[config.mk]
export PLATFORM = sky130hd
export DESIGN_NAME = fetch_queue
export DESIGN_NICKNAME = d
export VERILOG_FILES = /design/src/rtl/fq_pkg.sv /design/src/rtl/fq_window.sv /design/src/rtl/fetch_queue.sv
export SDC_FILE = /design/constraint.sdc
export NUM_CORES = 1
export LEC_CHECK = 0
export ABC_AREA = 1
export CORE_MARGIN = 1.5
export CORE_UTILIZATION = 45
export DETAILED_ROUTE_END_ITERATION = 6
export MAX_ROUTING_LAYER = met4
export SETUP_SLACK_MARGIN = 0.4
export SLEW_MARGIN = 0
export SYNTH_ARGS = -nofsm -noshare
export SYNTH_HDL_FRONTEND = slang
export SYNTH_HIERARCHICAL = 1
export SYNTH_SLANG_ARGS = --single-unit
[constraint.sdc]
create_clock -name clk -period 12.6 [get_ports clk]
set_clock_uncertainty 0.15 [all_clocks]
set_input_delay 3.78 -clock clk [delete_from_list [all_inputs] [get_ports clk]]
set_output_delay 3.78 -clock clk [all_outputs]
set_load 0.01 [all_outputs]
[src/rtl/fq_pkg.sv]
// Shared types, defaults and width helpers for the fetch queue.
package fq_pkg;

    localparam int unsigned FQ_LANES = 2;
    localparam int unsigned FQ_DEPTH = 8;
    localparam int unsigned FQ_IW    = 16;
    localparam int unsigned FQ_AW    = 9;

    // Entry layout at the default widths; the queue uses the same {ir, pc} order at any width.
    typedef struct packed {
        logic [FQ_IW-1:0] ir;
        logic [FQ_AW-1:0] pc;
    } fq_entry_t;

    function automatic int unsigned ptr_w(input int unsigned depth);
        return (depth > 1) ? $clog2(depth) : 1;
    endfunction

    function automatic int unsigned cnt_w(input int unsigned depth);
        return $clog2(depth) + 1;
    endfunction

    function automatic int unsigned off_w(input int unsigned lanes);
        return (lanes > 1) ? $clog2(lanes) : 1;
    endfunction

    function automatic int unsigned icnt_w(input int unsigned lanes);
        return $clog2(lanes) + 1;
    endfunction

    function automatic bit is_pow2(input int unsigned n);
        return (n != 0) && ((n & (n - 1)) == 0);
    endfunction

endpackage

[src/rtl/fq_window.sv]
// Combinational read of LANES consecutive entries starting at head, wrapping modulo DEPTH.
module fq_window
    import fq_pkg::*;
#(
    parameter int unsigned LANES = FQ_LANES,
    parameter int unsigned DEPTH = FQ_DEPTH,
    parameter int unsigned W     = FQ_IW + FQ_AW
) (
    input  logic [DEPTH*W-1:0]       entries,
    input  logic [ptr_w(DEPTH)-1:0]  head,
    output logic [LANES*W-1:0]       window
);

    always_comb begin
        window = '0;
        for (int unsigned i = 0; i < LANES; i++) begin
            window[i*W +: W] = entries[((32'(head) + i) % DEPTH)*W +: W];
        end
    end

endmodule

[src/rtl/fetch_queue.sv]
// Multi-issue instruction fetch queue (circular buffer, in-order retire, flush on redirect).
// Optional same-cycle bypass into an empty queue: define FQ_BYPASS_EN.
module fetch_queue
    import fq_pkg::*;
#(
    parameter int unsigned LANES = FQ_LANES,
    parameter int unsigned DEPTH = FQ_DEPTH,
    parameter int unsigned IW    = FQ_IW,
    parameter int unsigned AW    = FQ_AW
) (
    input  logic                       clk,
    input  logic                       rst,
    input  logic                       flush,
    input  logic                       fetch_valid,
    output logic                       fetch_ready,
    input  logic [AW-1:0]              fetch_pc,
    input  logic [off_w(LANES)-1:0]    fetch_offset,
    input  logic [LANES*IW-1:0]        fetch_ir,
    output logic [LANES-1:0]           issue_valid,
    output logic [LANES*IW-1:0]        issue_ir,
    output logic [LANES*AW-1:0]        issue_pc,
    input  logic [icnt_w(LANES)-1:0]   issue_count,
    output logic [cnt_w(DEPTH)-1:0]    occupancy
);

    localparam int unsigned PW = ptr_w(DEPTH);
    localparam int unsigned CW = cnt_w(DEPTH);
    localparam int unsigned OW = off_w(LANES);
    localparam int unsigned W  = IW + AW;

    typedef struct packed {
        logic [IW-1:0] ir;
        logic [AW-1:0] pc;
    } entry_t;

    if (!is_pow2(LANES)) begin : g_bad_lanes
        $error("fetch_queue: LANES must be a power of two");
    end
    if (!is_pow2(DEPTH) || DEPTH < 2*LANES) begin : g_bad_depth
        $error("fetch_queue: DEPTH must be a power of two and at least 2*LANES");
    end

    logic [PW-1:0]        head, tail;
    logic [CW-1:0]        occ;
    logic [W-1:0]         mem [DEPTH];
    logic [DEPTH*W-1:0]   mem_flat;
    logic [LANES*W-1:0]   bundle, q_win, issue_win;
    logic [OW-1:0]        eff_off;
    logic                 push;
    logic [CW-1:0]        pushed, avail, consumed, ic_ext;
    logic [PW-1:0]        wr_idx [LANES];

    assign fetch_ready = (occ <= CW'(DEPTH - LANES));
    assign eff_off     = (LANES > 1) ? fetch_offset : '0;
    assign push        = fetch_valid & fetch_ready & ~flush & ~rst;
    assign pushed      = push ? (CW'(LANES) - CW'(eff_off)) : '0;
    assign ic_ext      = CW'(issue_count);
    assign occupancy   = occ;

    always_comb begin
        bundle = '0;
        for (int unsigned i = 0; i < LANES; i++) begin
            bundle[i*W +: W] = entry_t'{ir: fetch_ir[i*IW +: IW], pc: fetch_pc + AW'(i)};
            wr_idx[i]        = tail + PW'(i) - PW'(eff_off);
        end
    end

    always_comb begin
        mem_flat = '0;
        for (int unsigned i = 0; i < DEPTH; i++) begin
            mem_flat[i*W +: W] = mem[i];
        end
    end

    fq_window #(.LANES(LANES), .DEPTH(DEPTH), .W(W)) u_win (
        .entries (mem_flat),
        .head    (head),
        .window  (q_win)
    );

`ifdef FQ_BYPASS_EN
    logic                 bypass;
    logic [LANES*W-1:0]   b_win;

    assign bypass = push && (occ == '0);

    // The bundle itself viewed as a LANES-deep ring: starting at the offset lines up the first valid lane.
    fq_window #(.LANES(LANES), .DEPTH(LANES), .W(W)) u_byp (
        .entries (bundle),
        .head    (eff_off),
        .window  (b_win)
    );

    assign avail     = bypass ? pushed : occ;
    assign issue_win = bypass ? b_win : q_win;
`else
    assign avail     = occ;
    assign issue_win = q_win;
`endif

    assign consumed = (ic_ext < avail) ? ic_ext : avail;

    always_comb begin
        issue_valid = '0;
        issue_ir    = '0;
        issue_pc    = '0;
        for (int unsigned i = 0; i < LANES; i++) begin
            issue_valid[i]        = (avail > CW'(i));
            issue_ir[i*IW +: IW]  = issue_win[i*W + AW +: IW];
            issue_pc[i*AW +: AW]  = issue_win[i*W +: AW];
        end
    end

    // Bypassed lanes are still written; head skips over the ones consumed in the same cycle.
    always_ff @(posedge clk) begin
        if (rst || flush) begin
            head <= '0;
            tail <= '0;
            occ  <= '0;
        end else begin
            head <= head + PW'(consumed);
            tail <= tail + PW'(pushed);
            occ  <= occ + pushed - consumed;
        end
    end

    always_ff @(posedge clk) begin
        if (push) begin
            for (int unsigned i = 0; i < LANES; i++) begin
                if (i >= 32'(eff_off)) begin
                    mem[wr_idx[i]] <= bundle[i*W +: W];
                end
            end
        end
    end

endmodule

==> results.sh <==
export IMPL_drt_wl_total_um=46900
export IMPL_hpwl_um=26000
export IMPL_synth_nets=2266
export IMPL_tritoncts="done"
export IMPL_setup_violations=0
export IMPL_antenna_found_initial=2
export IMPL_first_iter_violations=1467
export IMPL_powerDensity_nw_per_um2=136
export IMPL_grt_max_degree=113
export IMPL_num_rows=65
export IMPL_finalPower_mw=2.23
export IMPL_violations="DRC"
export IMPL_hold_buffers=0
export IMPL_ant_nets=0
export IMPL_hold_class="reg -> reg"
export IMPL_postSynthCellCount=2197
export IMPL_place_area_um2=15600
export IMPL_min_period_over_period=0.609
export IMPL_clkSlewWorstSetupHoldPaths_ps=60
export IMPL_final_cell_count_no_fill=2645
export IMPL_fin_area_um2=16400
export IMPL_cts_sinks=210
export IMPL_reg2reg_depth=7
export IMPL_slew_viol_final=0
export IMPL_yosysUniqueCellTypes=33
export IMPL_p_comb_frac=0.333
export IMPL_syn_area_per_cell_um2=6.69
export IMPL_rsz0062_at_grt="no"
export IMPL_die_h_um=184
export IMPL_reg2reg_from="occupancy[3]"
export IMPL_crit_slowest_cell="buf_4"
export IMPL_max_freq_mhz=130
export IMPL_viasPerCell=5.19
export IMPL_final_common_cell="nand2_1"
export IMPL_htreeDepth=1
export IMPL_dpl_cell_count=2598
export IMPL_relSlewSlack=0.137
export IMPL_route_detailed_drc=2
export IMPL_drive_above_1_share=0.0417
export IMPL_p_leak_nw=8.23
export IMPL_required_ps=8670
export IMPL_final_cell_mix="1,283 x nand2_1, 241 x inv_1, 218 x nand3_1, 200 x edfxtp_1, 104 x clkdlybuf4s50_1"
export IMPL_status="finished with violations"
export IMPL_seqPwrFrac=0.353
export IMPL_cap_viol_max_count=0
export IMPL_track_usage=0.288
export IMPL_ctsResizeCount=0
export IMPL_crit_path_start="head[0]"
export IMPL_r2r_end="mem[3][22]"
export IMPL_irDropWorstVdd_v=0.000100
export IMPL_syn_cell_area_um2=14700
export IMPL_yosys_register_bits=210
export IMPL_cp_max_fo=109
export IMPL_grt_overflow=0
export IMPL_postCtsSetupBuffers=0
export IMPL_crit_top_cell="nand2_1"
export IMPL_ys_warn_count=6
export IMPL_io_buffers=104
export IMPL_min_period_ps=7670
export IMPL_worstMarginPinSlew_ps=1290
export IMPL_worst_ep_arrival_time_ps=3740
export IMPL_coreArea_um2=31900
export IMPL_startpoint_type="register"
export IMPL_cts_buffer_depth=3
export IMPL_p_clk_frac=0.313
export IMPL_endpoint_kind="output port"
export IMPL_first_pass_iters=7
export IMPL_insertion_delay_ps=520
export IMPL_r2r_slack_ps=9050
export IMPL_pin_count=105
export IMPL_die_w_um=184
export IMPL_p_switching_mw=0.762
export IMPL_vias=13718
export IMPL_crit_path_max_incr_delay_ps=870
export IMPL_dieArea_um2=33700
export IMPL_final_hold_viol_count=0
export IMPL_critPathCapture="issue_ir[19]"
export IMPL_setup_tns_ps=0
export IMPL_cts_inserted_buffers=25
export IMPL_crit_chain="buf_4, buf_4, nand2_1, nand3_1, nand2_1, nand2_1, nand2_1, clkdlybuf4s50_1"
export IMPL_syn_to_final_growth_pct=11.7
export IMPL_p_int_mw=1.47
export IMPL_cts_root_buffer="clkbuf_16"
export IMPL_grt_pass1_wl_um=71900
export IMPL_grt_pass1_vias=12659
export IMPL_yosysSeqAreaShare=0.422
export IMPL_start_util=0.461
export IMPL_power_switching_share=0.342
export IMPL_min_path_cells=2
export IMPL_gp_congestion=0.816
export IMPL_critPathKind="reg -> out"
export IMPL_wl_per_cell_um=17.7
export IMPL_nets=2259
[worst min-delay path by stage]
stage                        from  endpoint
after global placement    tail[2]   tail[2]
after floorplan           tail[2]   tail[2]
after global routing      tail[2]   tail[2]
after CTS                 tail[2]   tail[2]
final                     tail[2]   tail[2]
after detailed placement  tail[2]   tail[2]
[area by class of cell]
type / count / area (um^2)
Antenna cell: 2 / 5.00
Sequential cell: 210 / 6210
Inverter: 251 / 960
Clock inverter: 13 / 109
Timing Repair Buffer: 116 / 1130
Tap cell: 435 / 544
Fill cell: 3144 / 15500
Clock buffer: 32 / 652
Multi-Input combinational cell: 1586 / 6800
[registers in the layout (all words and copies together), names as in the netlist]
signal	flops
head	3
mem	200
occupancy	4
tail	3
[logic make-up (layout without fill, tap and decap cells)]
| logic type | count (synthesis) | count (layout) | synth area share |
|---|---|---|---|
| buffers and inverters | 401 | 412 | 0.122 |
| adder cells (fa/ha/maj) | 21 | 21 | 0.0194 |
| XOR/XNOR | 8 | 8 | 0.00656 |
| flip-flops | 210 | 210 | 0.422 |
| AO/OA/AOI/OAI | 15 | 15 | 0.00588 |
| AND/OR/NAND/NOR | 1542 | 1542 | 0.424 |
| other | 0 | 2 | 0 |
[per-stage QoR]
step	setup slack, ps	util	hold WS [ps]
after floorplan	5740	-	416
after global placement	5460	0.491	462
after detailed placement	5410	0.491	449
after CTS	4950	0.515	458
after global routing	4660	0.515	518
final	4930	0.515	459
[critical path, delay by kind of cell, from the launching register on]
| kind | cells | cell delay (ps) |
|---|---|---|
| buffers and inverters | 3 | 2170 |
| flip-flops | 1 | 380 |
| AND/OR/NAND/NOR | 5 | 470 |
[power by group through the flow]
stage | Clock, mW | Combinational (mW) | Sequential [mW]
4_1_cts | 0.704 | 0.739 | 0.788
5_1_grt | 0.731 | 0.818 | 0.789
3_5_place_dp | 0 | 0.734 | 0.803
3_3_place_gp | 0 | 0.728 | 0.803
2_1_floorplan | 0 | 0.455 | 0.803
6_report | 0.699 | 0.743 | 0.788
[per-layer routing]
layer,vias up,track usage,part of all wire
met1,6303,0.370,0.42
met4,0,0.100,0.037
met3,111,0.0450,0.087
met2,622,0.463,0.46
li1,6682,-,-
met5,-,-,0
[cells in the mapped netlist]
master | number | area (um^2)
nand2_1 | 1283 | 4820
inv_1 | 243 | 912
nand3_1 | 218 | 1090
edfxtp_1 | 200 | 6010
buf_2 | 107 | 536
ha_1 | 18 | 225
clkbuf_1 | 14 | 52.6
buf_4 | 13 | 97.6
nor2_1 | 13 | 48.8
o21ai_0 | 12 | 60.1
dfxtp_1 | 10 | 200
buf_6 | 9 | 101
buf_1 | 6 | 22.5
inv_2 | 5 | 18.8
nor2_4 | 5 | 56.3
nand2_2 | 4 | 25.0
nand2_4 | 4 | 45.0
nand4_1 | 4 | 25.0
xor2_1 | 4 | 35.0
clkinv_4 | 3 | 26.3
fa_1 | 3 | 60.1
nand2_8 | 3 | 60.1
nor2_2 | 3 | 18.8
a21oi_1 | 2 | 10.0
nand3b_1 | 2 | 15.0
xnor2_1 | 2 | 17.5
a21oi_4 | 1 | 16.3
buf_12 | 1 | 20.0
nand3_2 | 1 | 10.0
nand3_4 | 1 | 17.5
or2_2 | 1 | 6.26
xnor2_4 | 1 | 27.5
xor2_2 | 1 | 16.3
Note: power is estimated with default switching activity, not from simulation.
